<file path="config.mk">
export PLATFORM = sky130hd
export DESIGN_NAME = multicycle_arm_controller
export DESIGN_NICKNAME = d
export VERILOG_FILES = /design/src/rtl/multicycle_arm_controller.sv
export SDC_FILE = /design/constraint.sdc
export NUM_CORES = 1
export LEC_CHECK = 0
export ABC_AREA = 1
export BUFFER_PORTS_ARGS = -buffer_cell sky130_fd_sc_hd__buf_4
export CAP_MARGIN = 40
export CORE_MARGIN = 5
export CORE_UTILIZATION = 40
export DETAILED_ROUTE_END_ITERATION = 6
export GPL_TIMING_DRIVEN = 1
export PLACE_DENSITY = 0.73
export RECOVER_POWER = 50
export SYNTH_ARGS = -nofsm -noshare
export SYNTH_HDL_FRONTEND = slang
export SYNTH_SLANG_ARGS = --single-unit
</file>
<file path="constraint.sdc">
create_clock -name clk -period 4.46 [get_ports clk]
set_clock_uncertainty 0.15 [all_clocks]
set_input_delay 0.892 -clock clk [delete_from_list [all_inputs] [get_ports clk]]
set_output_delay 0.892 -clock clk [all_outputs]
set_load 0.02 [all_outputs]
</file>
<file path="src/rtl/multicycle_arm_controller.sv">
// Multicycle ARM control FSM.
// Sequences the shared-memory / shared-ALU datapath through fetch, decode,
// address generation, execute and writeback. Holds the NZCV flag register and
// the latched condition result, and drives every datapath select and enable.
//
// Ports:
//   clk        - system clock, rising edge
//   reset      - asynchronous active-low reset
//   Instr      - Instr[31:12] from the instruction register
//   ALUFlags   - {N,Z,C,V} from the ALU this cycle
//   PCWrite, MemWrite, RegWrite, IRWrite - write enables (forced low in reset)
//   AdrSrc, ResultSrc, ALUSrcA, ALUSrcB, ALUControl - datapath selects
//   ImmSrc, RegSrc - combinational instruction decode
//   State      - current state code, for debug
module multicycle_arm_controller (
    input  logic        clk,
    input  logic        reset,
    input  logic [19:0] Instr,
    input  logic [3:0]  ALUFlags,
    output logic        PCWrite,
    output logic        MemWrite,
    output logic        RegWrite,
    output logic        IRWrite,
    output logic        AdrSrc,
    output logic [1:0]  ResultSrc,
    output logic        ALUSrcA,
    output logic [1:0]  ALUSrcB,
    output logic [1:0]  ALUControl,
    output logic [1:0]  ImmSrc,
    output logic [1:0]  RegSrc,
    output logic [3:0]  State
);

    typedef enum logic [3:0] {
        StFetch   = 4'd0,
        StDecode  = 4'd1,
        StMemAdr  = 4'd2,
        StMemRd   = 4'd3,
        StMemWb   = 4'd4,
        StMemWr   = 4'd5,
        StExecR   = 4'd6,
        StExecI   = 4'd7,
        StAluWb   = 4'd8,
        StBranch  = 4'd9
    } state_e;

    state_e     state_q, state_d;
    logic [3:0] flags_q, flags_d;
    logic       cond_ex_q, cond_ex_d;

    // Field map of Instr[31:12].
    logic [3:0] cond;
    logic [1:0] op;
    logic [5:0] funct;
    logic [3:0] rd;
    assign cond  = Instr[19:16];
    assign op    = Instr[15:14];
    assign funct = Instr[13:8];
    assign rd    = Instr[3:0];

    assign ImmSrc = op;
    assign RegSrc = {op == 2'b01, op == 2'b10};
    assign State  = state_q;

    // Condition evaluation from the stored flags.
    logic flag_n, flag_z, flag_c, flag_v, cond_ex;
    assign {flag_n, flag_z, flag_c, flag_v} = flags_q;

    always_comb begin
        cond_ex = 1'b0;
        case (cond)
            4'b0000: cond_ex = flag_z;
            4'b0001: cond_ex = ~flag_z;
            4'b0010: cond_ex = flag_c;
            4'b0011: cond_ex = ~flag_c;
            4'b0100: cond_ex = flag_n;
            4'b0101: cond_ex = ~flag_n;
            4'b0110: cond_ex = flag_v;
            4'b0111: cond_ex = ~flag_v;
            4'b1000: cond_ex = flag_c & ~flag_z;
            4'b1001: cond_ex = ~flag_c | flag_z;
            4'b1010: cond_ex = (flag_n == flag_v);
            4'b1011: cond_ex = (flag_n != flag_v);
            4'b1100: cond_ex = ~flag_z & (flag_n == flag_v);
            4'b1101: cond_ex = flag_z | (flag_n != flag_v);
            4'b1110: cond_ex = 1'b1;
            default: cond_ex = 1'b0;
        endcase
    end

    // Data-processing command decode. Unsupported commands are squashed.
    logic [1:0] dp_alu;
    logic       dp_ok;
    logic       dp_arith;

    always_comb begin
        dp_alu = 2'b00;
        dp_ok  = 1'b1;
        case (funct[4:1])
            4'b0100: dp_alu = 2'b00;
            4'b0010: dp_alu = 2'b01;
            4'b0000: dp_alu = 2'b10;
            4'b1100: dp_alu = 2'b11;
            default: begin
                dp_alu = 2'b00;
                dp_ok  = 1'b0;
            end
        endcase
    end

    assign dp_arith = (funct[4:1] == 4'b0100) || (funct[4:1] == 4'b0010);

    // State, flags and latched condition.
    always_ff @(posedge clk or negedge reset) begin
        if (!reset) begin
            state_q   <= StFetch;
            flags_q   <= 4'b0000;
            cond_ex_q <= 1'b0;
        end else begin
            state_q   <= state_d;
            flags_q   <= flags_d;
            cond_ex_q <= cond_ex_d;
        end
    end

    always_comb begin
        flags_d   = flags_q;
        cond_ex_d = cond_ex_q;
        if (state_q == StDecode) begin
            cond_ex_d = cond_ex;
        end
        if ((state_q == StExecR || state_q == StExecI) && cond_ex_q && dp_ok) begin
            if (funct[0]) begin
                flags_d[3:2] = ALUFlags[3:2];
            end
            if (funct[0] && dp_arith) begin
                flags_d[1:0] = ALUFlags[1:0];
            end
        end
    end

    // Next state and Moore outputs; enables are gated by reset afterwards.
    logic pc_write_raw, mem_write_raw, reg_write_raw, ir_write_raw;
    logic wb_pc;

    // Writes to r15 are redirected to the PC.
    assign wb_pc = (rd == 4'd15);

    always_comb begin
        state_d       = StFetch;
        pc_write_raw  = 1'b0;
        mem_write_raw = 1'b0;
        reg_write_raw = 1'b0;
        ir_write_raw  = 1'b0;
        AdrSrc        = 1'b0;
        ResultSrc     = 2'b00;
        ALUSrcA       = 1'b0;
        ALUSrcB       = 2'b00;
        ALUControl    = 2'b00;
        case (state_q)
            StFetch: begin
                ir_write_raw = 1'b1;
                pc_write_raw = 1'b1;
                ALUSrcA      = 1'b1;
                ALUSrcB      = 2'b10;
                ResultSrc    = 2'b10;
                state_d      = StDecode;
            end
            StDecode: begin
                ALUSrcA   = 1'b1;
                ALUSrcB   = 2'b10;
                ResultSrc = 2'b10;
                case (op)
                    2'b01:   state_d = StMemAdr;
                    2'b00:   state_d = funct[5] ? StExecI : StExecR;
                    2'b10:   state_d = StBranch;
                    default: state_d = StFetch;
                endcase
            end
            StMemAdr: begin
                ALUSrcB = 2'b01;
                state_d = funct[0] ? StMemRd : StMemWr;
            end
            StMemRd: begin
                AdrSrc    = 1'b1;
                ResultSrc = 2'b00;
                state_d   = StMemWb;
            end
            StMemWb: begin
                ResultSrc     = 2'b01;
                reg_write_raw = cond_ex_q & ~wb_pc;
                pc_write_raw  = cond_ex_q & wb_pc;
                state_d       = StFetch;
            end
            StMemWr: begin
                AdrSrc        = 1'b1;
                mem_write_raw = cond_ex_q;
                state_d       = StFetch;
            end
            StExecR: begin
                ALUSrcB    = 2'b00;
                ALUControl = dp_alu;
                state_d    = StAluWb;
            end
            StExecI: begin
                ALUSrcB    = 2'b01;
                ALUControl = dp_alu;
                state_d    = StAluWb;
            end
            StAluWb: begin
                ResultSrc     = 2'b00;
                reg_write_raw = cond_ex_q & dp_ok & ~wb_pc;
                pc_write_raw  = cond_ex_q & dp_ok & wb_pc;
                state_d       = StFetch;
            end
            StBranch: begin
                ALUSrcB      = 2'b01;
                ResultSrc    = 2'b10;
                pc_write_raw = cond_ex_q;
                state_d      = StFetch;
            end
            default: state_d = StFetch;
        endcase
    end

    assign PCWrite  = pc_write_raw & reset;
    assign MemWrite = mem_write_raw & reset;
    assign RegWrite = reg_write_raw & reset;
    assign IRWrite  = ir_write_raw & reset;

endmodule
</file>
Word-level counts from Yosys, hierarchy flattened
Index checks and enable logic that the tools add are counted.

storage, ports and cells
  register bits after elaboration = 9
  input port bits = 26
  output and inout port bits = 20
  logic and storage cells = 86

cells by class
  equality and inequality tests = 31
  muxes and demuxes = 16
  bitwise logic cells = 18
  reductions and logical operators = 17

operators by type and width
  cell                                                             number
  4-bit == test, second input constant                             11
  4-bit by 3-bit == test with 1-bit output, second input constant  9
  4-bit by 2-bit == test with 1-bit output, second input constant  5
  4-bit case mux with 5 select lines                               1
  1-bit case mux with 15 select lines                              1
  4-bit logical NOT                                                3
  4-bit case mux with 3 select lines                               1
  1-bit bitwise AND                                                11
  4-bit by 1-bit == test with 1-bit output, second input constant  2
  2-bit case mux with 2 select lines                               2
  1-bit 2-to-1 mux                                                 6
  2-bit case mux with 3 select lines                               1
  2-bit OR reduction                                               3
  3-bit OR reduction                                               2
  1-bit inverter                                                   5
  1-bit case mux with 4 select lines                               1
  2-bit AND reduction                                              2
  4-bit OR reduction                                               1
  1-bit logical AND                                                3
  3-bit 2-to-1 mux                                                 1
  2-bit by 1-bit == test with 1-bit output, second input constant  1
  2-bit == test, second input constant                             1
  2-bit logical NOT                                                1
  1-bit logical OR                                                 2
  5 further kinds                                                  6

Depth between registers and ports, before layout
Gate-level depths: netlist (run 1).

  depth after elaboration = 7
  depth in mapped cells = 11
  mapped depth without buffers = 11

Least setup slack after synthesis (run 1)
Ideal clock, no wire load.

  path type = input port to output port
  start = in Instr[9]
  end = out RegWrite
  data arrival time = 1.772 ns
  required time = 3.418 ns
  slack = 1.646 ns
  cell stages on the path = 5
  buffers on the path = 0
  cell sequence = nor2_1 -> o21ai_1 -> nand3_1 -> nand3_1 -> nor3_1

on the way
  longest elaborated chain between the ends = 7
  elaborated cells between the ends (all ways) = 10
  those cells by class = 3 x eq/ne; 2 x mux; 3 x bitwise; 2 x reduce/logical

RTL lines
  item                                                                    line  text
  start, declared                                                         18    input logic [19:0] Instr,
  4-bit by 3-bit == test with 1-bit output, or another cell as far along  99    case (funct[4:1])
  4-bit OR reduction (no source line) *                                   n/a
  1-bit 2-to-1 mux *                                                      99
  1-bit bitwise AND * (2 in a row)                                        212   reg_write_raw = cond_ex_q & dp_ok & ~wb_pc;
  1-bit case mux with 2 select lines *                                    160   case (state_q)
  1-bit bitwise AND *                                                     228   assign RegWrite = reg_write_raw & reset;
  end, declared                                                           22    output logic RegWrite,

Mark *: on every way between the ends. The rest lies on a longest branch, timed or not.

Final worst setup path (run 1)
  start = in Instr[12]
  end = out PCWrite

on the way
  longest elaborated chain between the ends = 7
  elaborated cells between the ends (all ways) = 10
  those cells by class = 3 x eq/ne; 2 x mux; 3 x bitwise; 2 x reduce/logical

RTL lines
  item                                                                    line  text
  4-bit by 3-bit == test with 1-bit output, or another cell as far along  99
  4-bit OR reduction (no source line) *                                   n/a
  1-bit 2-to-1 mux *                                                      99
  1-bit bitwise AND * (2 in a row)                                        213   pc_write_raw = cond_ex_q & dp_ok & wb_pc;
  1-bit case mux with 4 select lines *                                    160
  1-bit bitwise AND *                                                     226   assign PCWrite = pc_write_raw & reset;
  end, declared                                                           20    output logic PCWrite,

Marks and branches as above.

==> results of run 1 <==
routing by layer:
layer | routed length (microns) | GRT usage [%] | share of wire [%] | vias up
met4 | 0 | 4.41 | 0 | 0
met3 | 153 | 5.57 | 6.4 | 0
met5 | 0 | 0 | 0 | -
met2 | 1230 | 30.1 | 51 | 28
met1 | 1020 | 18.5 | 42 | 475
li1 | - | - | - | 544
power by group:
part,switching (uW),internal (uW)
sequential,33.5,104
combinational,201,120
clock,27.5,34.4
layout by cell type (no fill, tap or decap):
cell type	n
clkbuf_4	3
o211ai_1	1
nand2_1	41
nor2_4	1
nor3_1	4
nand3_1	10
o31ai_1	1
clkbuf_1	6
o311ai_0	1
buf_4	36
nand2_4	1
nor2_1	29
nand2b_1	1
nand4_1	1
a21oi_1	10
nor3_4	1
inv_1	27
dfrtp_1	9
o22ai_1	1
inv_2	1
o21ai_0	5
nor2_2	1
cell type report:
type	count	area [sq um]	share of cell area, %
clock buffers	4	26.3	2.24
inverters	28	105	8.95
flip-flops and latches	9	225	19.2
repair buffers	41	289	24.6
multi-input cells	109	495	42.2
well taps	27	33.8	2.88
critical path, stage by stage:
cell and delay [ns]:
clkbuf_1 0.15, inv_1 0.06, nand2_1 0.06, nor2_1 0.05, a21oi_1 0.22, nand3_1 0.14
nand3_1 0.09, a21oi_1 0.06, buf_4 0.15
synth_stat cells, types with 2 or more instances:
| library cell | instances |
|---|---|
| buf_4 | 2 |
| nand2_1 | 41 |
| a21oi_1 | 10 |
| inv_1 | 27 |
| nand3_1 | 10 |
| nor2_1 | 29 |
| dfrtp_1 | 9 |
| o21ai_0 | 4 |
| nor3_1 | 4 |
flip-flops by register name, summed over array words and instances, names as in the netlist:
register,flops
State,4
cond_ex_q,1
flags_q,4
worst paths after layout:
path / cells past startpoint / slack (ns) / start / to
worst min-delay path: 2 / 0.42 / flags_q[1] / flags_q[1]
worst max register to register: 5 / 3.03 / State[2] / State[1]
worst min register to register: 2 / 0.42 / flags_q[1] / flags_q[1]
min in group asynchronous: 1 / 0.43 / reset / flags_q[0]
worst max-delay path: 9 / 1.54 / Instr[12] / PCWrite
max in group asynchronous: 1 / 3.39 / reset / State[2]
cell families (layout without fill, tap and decap cells):
logic type	count (synthesis)	after routing	synth area share (%)
AO/OA/AOI/OAI	19	19	12.5
buffers and inverters	30	73	14.3
flip-flops	9	9	26.8
AND/OR/NAND/NOR	90	90	46.4
metrics by stage:
stage | hold WS, ns | cell area (sq um) | worst slack, ns | power, uW | utilization (%)
2_1_floorplan | 0.343 | 841 | 1.65 | 331 | -
3_3_place_gp | 0.400 | 1170 | 1.63 | 459 | 58.9
3_5_place_dp | 0.407 | 1170 | 1.59 | 464 | 58.9
4_1_cts | 0.296 | 1190 | 1.59 | 529 | 60.2
5_1_grt | 0.457 | 1170 | 1.38 | 565 | 59.3
6_report | 0.416 | 1170 | 1.54 | 520 | 59.3
==> impl_metrics.ini, run 1 <==
[outcome]
status = finished, final reports clean

[layout]
layout.cells.non_filler = 218
areaGrowthSynthToFinish_pct = 39.7
nets = 218
n_fill_cell = 215
antenna_cells = 0
drive_gt1_share_pct = 23.0

[sta]
slew_viol_final = 0
final.period_utilization_pct = 65.4
hold_viol_final = 0
clock.fmax_mhz = 343
setup_violations = 0
finalSetupTns_ns = 0
period_needed_ns = 2.92
grt_setup_unrepaired = false
worst_pin_slew_ns = 0.515
slew_headroom_pct = 65.6

[grt]
globalRouteOverflowTotal = 0
grt_pass1_wl_microns = 4320
grt.total_usage_pct = 16.6
grt_max_degree = 11
antenna_found_initial = 0
first_global_vias = 1058

[clock_tree]
cts_tree = yes
ctsHoldBuffers = 0
insertion_delay_ns = 0.25
clock-sinks = 9
cts_setup_buffers = 0
cts_made_buffers = 3
cts_root_buf = clkbuf_4
cts_resized = 0
clk_path_buf_depth = 2
ctsHtreeMaxLevel = 1
clkTransAtPathRegs_ns = 0.06

[synthesis]
synth_edf_count = 0
ys.flop_type = dfrtp_1
yosys.area.top_type = dfrtp_1
synthArstFlopShare_pct = 100
ys.warnings.count = 0
syn_avg_cell_area_sq_um = 5.68
synth_nets = 174
ys_ff_latch = 9
synth_top_area_share_pct = 26.8
netlist_area_sq_um = 841
yosysSeqAreaShare_pct = 26.8
synth_area_leaders = dfrtp_1, nand2_1, nor2_1
netlist_instances = 148
synth_cell_types = 21

[floorplanning]
core_sq_um = 1980
num_rows = 16
dieArea_sq_um = 3120
die_h_microns = 55.8
num_io_pins = 46
initial_core_util_pct = 42.4
fp.dieW_microns = 55.8

[worst_hold_path]
hp-class = flop to flop

[setup_path]
critPathLaunchType = input port
worstSetupEndpointType = primary output
critical_path_arrival_ns = 1.88
path_class = input port to primary output
required_ns = 3.42
crit_path_max_fanout = 4

[power]
total_leakage_power_uw = 0.000684
power.density_nw_per_um2 = 443
ir_worst_vdd_mv = 0.426

[drt]
drt_iter0_markers = 11
routed_wl_microns = 2410
first_pass_iters = 4
drcViolationCount = 0
vias = 1047
detail_route.wl_per_cell_microns = 11.0
avgViaCountPerCell = 4.80
ant_nets = 0

[place]
place_congestion = 0.834
port_buffers = 41
place_hpwl_microns = 2090
place_inst = 214

[flow_run]
maxCapViolCount = 0
(Power assumes the default switching activity.)
==> inputs of run 2 (changes only) <==
Settings changed: ABC_AREA 1 to 0, PLACE_DENSITY 0.73 to 0.74.
Clock period 4.46 ns to 2.4 ns, I/O delays scaled along.
==> run 2 against run 1 <==
Against the previous run:
- synthesized cell count is 26% lower
- count of clock-buffer cells in the layout is 1 lower
- via count is 5.7% lower
- hold slack worse by 0.12 ns
- die area is 10% higher
- sequential power is 130% higher
- area after synthesis is 12% higher
- clock power is 92% higher
- combinational power is 130% higher
- routed wire length is 4.2% higher
- largest power group unchanged
==> impl_metrics.ini, run 2 <==
[outcome]
status = finished, final reports clean

[floorplanning]
fp.dieW_microns = 58.6
die_h_microns = 58.6
num_io_pins = 46
num_rows = 17
initial_core_util_pct = 42.2
dieArea_sq_um = 3430
core_sq_um = 2230

[clock_tree]
cts_tree = yes
cts_root_buf = clkbuf_4
insertion_delay_ns = 0.26
clock-sinks = 9
cts_made_buffers = 3
clkTransAtPathRegs_ns = 0.07
ctsHtreeMaxLevel = 1
clk_path_buf_depth = 2

[setup_path]
worstSetupEndpointType = primary output
path_class = input port to primary output
crit_path_max_fanout = 13
required_ns = 1.77
critPathLaunchType = input port
critical_path_arrival_ns = 1.66

[drt]
avgViaCountPerCell = 5.61
routed_wl_microns = 2510
ant_nets = 0
drt_iter0_markers = 42
first_pass_iters = 4
drcViolationCount = 0
detail_route.wl_per_cell_microns = 14.3
vias = 987

[sta]
slew_headroom_pct = 64.9
hold_viol_final = 0
grt_setup_unrepaired = false
period_needed_ns = 2.29
setup_violations = 0
finalSetupTns_ns = 0
final.period_utilization_pct = 95.4
slew_viol_final = 0
holdWs_ns = 0.291
worst_pin_slew_ns = 0.527
clock.fmax_mhz = 437

[place]
place_inst = 169
port_buffers = 41
dpl_cell_area_sq_um = 1240
place_hpwl_microns = 1960
place_congestion = 0.813

[synthesis]
yosys.area.top_type = dfrtp_1
synthArstFlopShare_pct = 100
netlist_area_sq_um = 943
ys.flop_type = dfrtp_1
netlist_instances = 109
synth_edf_count = 0
synth_top_area_share_pct = 23.9
yosysSeqAreaShare_pct = 23.9
synth_area_leaders = dfrtp_1, nor2b_1, nor3_1
ys_ff_latch = 9
synth_nets = 135
yosys-top-cells-count = dfrtp_1, nor2b_1, nor3_1
ys.warnings.count = 0
syn_avg_cell_area_sq_um = 8.66
yosysMostFrequentCell = dfrtp_1
synth_cell_types = 51

[layout]
final_common_cell = buf_4
fin_area_sq_um = 1280
areaGrowthSynthToFinish_pct = 35.9
layout.cells.non_filler = 176
drive_gt1_share_pct = 35.1
final_cell_mix = buf_4, dfrtp_1, nor2b_1
nets = 175
antenna_cells = 0

[grt]
globalRouteOverflowTotal = 0
grtUsageMet1_pct = 17.4
first_global_vias = 874
antenna_found_initial = 0
top_usage_layer = met2
grt_max_degree = 18
grt_util_met3_pct = 4.82
grt_util_met2_pct = 25.5
grt_pass1_wl_microns = 3950
grt.total_usage_pct = 14.5

[worst_hold_path]
hp-class = input port to flop

[flow_run]
maxCapViolCount = 0

[power]
ir_worst_vdd_mv = 0.580
total_leakage_power_uw = 0.000545
power.density_nw_per_um2 = 909
## run 2: changes by cell type in the layout (fill, tap and decap cells not counted), moves of 3 or more
cell	change
nand2b_1	+3
nand3_1	-8
inv_1	-24
nand2_1	-36
nor3b_1	+4
a21oi_1	-8
a21boi_0	+3
xnor2_1	+3
nor2b_1	+7
nor2_1	-24
## run 2: cell families after synthesis
kind of cell | count (synthesis) | share of synthesized area [%]
AOI/OAI and AO/OA | 26 | 21.6
and+or+nand+nor | 51 | 35.8
muxes | 6 | 7.82
DFF | 9 | 23.9
xor gates and xnor gates | 4 | 3.71
buffers and inverters | 13 | 7.16
## run 2: path summary, 6_finish.rpt
path,endpoint,slack [ns],from,cells past startpoint
setup / recovery,PCWrite,0.11,reset,5
hold / removal,flags_q[1],0.29,ALUFlags[1],2
setup reg to reg,flags_q[1],0.54,State[1],3
hold reg to reg,flags_q[1],0.40,flags_q[1],1
max in group asynchronous,State[3],1.53,reset,2
min in group asynchronous,flags_q[1],0.43,reset,2
## run 2: cell type report
cell class              instances  area (sq um)
flip-flops and latches          9           226
fillers                       221           951
repair buffers                 45           325
well taps                      28          35.0
clock inverters                 1          5.00
clock buffers                   3          22.5
inverters                       3          11.3
multi-input cells              87           657
## run 2: repair_timing
item | CTS | global route
setup endpoints to repair | 2 | 2
hold buffers | 1 | 0
buffers inserted | 0 | 2
endpoints found under the hold margin | 9 | 0
gates resized for setup | 1 | 3
pin swaps | 0 | 0
## run 2: layer usage
metal	wire length, microns	vias to the layer above	part of all wire [%]
met4	0	0	0
met3	255	0	10
li1	-	484	-
met5	0	-	0
met2	1250	42	50
met1	1000	461	40
## run 2: power by group
group          switching (uW)  total, uW  internal (uW)
Clock                    57.8        119           61.5
Sequential                112        316            204
Combinational             388        731            343
Total                     558       1170            608
## run 2: per-stage QoR
| step | worst slack (ns) | util (%) | power, uW |
|---|---|---|---|
| floorplan | 0.0819 | - | 769 |
| global placement | 0.0871 | 55.4 | 1020 |
| detailed placement | 0.0689 | 55.4 | 1040 |
| CTS | 0.0119 | 57.1 | 1160 |
| global route | 0.00153 | 57.4 | 1260 |
| finish | 0.111 | 57.4 | 1170 |
## run 2: worst max-delay path: stages
cell and delay (ns):
dlygate4sd3_1 0.54, buf_6 0.16, o2111ai_1 0.14, o21ai_1 0.17
buf_4 0.16
==> inputs of run 3 (changes only) <==
--- a/constraint.sdc
+++ b/constraint.sdc
@@ -4,2 +4,2 @@
 set_output_delay 0.48 -clock clk [all_outputs]
-set_load 0.02 [all_outputs]
+set_load 0.01 [all_outputs]
==> run 3 against run 2 <==
Against the previous run:
- routed wire length fell by 0.52%
- sequential share of layout area is 0.069 points higher
- core utilization shrank 0.22 points
- clock power about the same
==> impl_metrics.ini, run 3 (synthesized netlist as in run 2, its figures left out) <==
[place]
place_congestion = 0.812
port_buffers = 41
pre_cts_slack_ns = 0.0963
place_hpwl_microns = 1920
dpl_cell_area_sq_um = 1240

[layout]
n_fill_cell = 215
antenna_cells = 0
final_common_cell = buf_4
drive_gt1_share_pct = 33.8
fin_area_sq_um = 1280
final_cell_mix = buf_4, dfrtp_1, nor2b_1, clkbuf_1, nor3_1
nets = 175
areaGrowthSynthToFinish_pct = 35.4

[clock_tree]
clk_path_buf_depth = 2
cts_made_buffers = 3
clock-sinks = 9
ctsHtreeMaxLevel = 1
cts_root_buf = clkbuf_4
clkTransAtPathRegs_ns = 0.07
cts_tree = yes
insertion_delay_ns = 0.26

[floorplanning]
num_io_pins = 46
die_h_microns = 58.6
initial_core_util_pct = 42.2
dieArea_sq_um = 3430
num_rows = 17
fp.dieW_microns = 58.6
core_sq_um = 2230

[sta]
clock.fmax_mhz = 445
setup_violations = 0
timing.final.ws_setup_ns = 0.152
finalSetupTns_ns = 0
holdWs_ns = 0.294
slew_viol_final = 0
worst_pin_slew_ns = 0.540
hold_viol_final = 0
grt_setup_unrepaired = false
period_needed_ns = 2.25
final.period_utilization_pct = 93.7
slew_headroom_pct = 64.0

[drt]
drcViolationCount = 0
ant_nets = 0
vias = 976
first_pass_iters = 4
detail_route.wl_per_cell_microns = 14.2
drt_iter0_markers = 48
routed_wl_microns = 2500
avgViaCountPerCell = 5.55

[setup_path]
critical_path_arrival_ns = 1.62
critPathMaxStageDelay_ns = 0.54
worstSetupEndpointType = primary output
worst_path_max_delay_cell = dlygate4sd3_1
required_ns = 1.77
critPathLaunchType = input port
crit_path_max_fanout = 13
path_class = input port to primary output
crit_chain = dlygate4sd3_1, buf_6, o2111ai_1, o21ai_1, buf_4

[power]
p_total_uw = 1070
power.density_nw_per_um2 = 838
total_leakage_power_uw = 0.000538
ir_worst_vdd_mv = 0.527

[grt]
globalRouteOverflowTotal = 0
antenna_found_initial = 0
grt_pass1_wl_microns = 4020
first_global_vias = 883
grt.total_usage_pct = 14.5
grt_max_degree = 18

[flow_run]
maxCapViolCount = 0

[outcome]
status = finished, final reports clean

[worst_hold_path]
hp-class = input port to flop
-- run 3: cell count changes in the layout (fill, tap and decap cells not counted) --
cell,change
clkbuf_1,+2
buf_4,-1
clkinv_2,-1
-- run 3: area by class of cell --
class | count | area [sq um] | area share (%)
clock buffer | 4 | 26.3 | 2.06
inverter | 3 | 11.3 | 0.881
multi-input combinational | 87 | 657 | 51.4
sequential | 9 | 226 | 17.7
tap | 28 | 35.0 | 2.74
timing repair buffer | 45 | 322 | 25.2
-- run 3: path summary, 6_finish.rpt --
kind | endpoint | slack [ns] | depth (start not counted) | startpoint
worst max-delay path | PCWrite | 0.15 | 5 | reset
worst min-delay path | flags_q[1] | 0.29 | 2 | ALUFlags[1]
worst max register to register | flags_q[1] | 0.53 | 3 | State[1]
worst min register to register | flags_q[1] | 0.39 | 1 | flags_q[1]
max in group asynchronous | State[3] | 1.52 | 2 | reset
min in group asynchronous | flags_q[1] | 0.44 | 2 | reset
-- run 3: stage by stage --
step | cells | util [%]
6_report | 176 | 57.2
5_1_grt | 176 | 57.2
4_1_cts | 174 | 57.1
3_5_place_dp | 169 | 55.4
3_3_place_gp | 169 | 55.4
2_1_floorplan | 109 | -
-- run 3: power by group --
part	leakage [uW]	total (uW)	internal, uW	switching [uW]
combinational	0.000407	639	334	305
clock	0.0000150	117	64.0	53.1
sequential	0.000116	315	204	111
total	0.000538	1070	602	469
-- run 3: critical path: cells and delay by family --
kind / cells / cell delay, ns
buffers and inverters: 3 / 0.83
AO/OA/AOI/OAI: 2 / 0.30
-- run 3: layer usage --
| metal | global-route usage, % | routed length, microns | up-vias |
|---|---|---|---|
| li1 | - | - | 486 |
| met1 | 18.4 | 1020 | 449 |
| met2 | 24.7 | 1210 | 39 |
| met3 | 4.39 | 259 | 2 |
| met4 | 1.99 | 8 | 0 |
| met5 | 0 | 0 | - |
-- run 3: repair_timing --
item,in CTS,in global routing
setup endpoints to repair,2,2
setup buffers,0,2
endpoints found under the hold margin,9,0
resized for setup,1,3
hold buffers,1,0
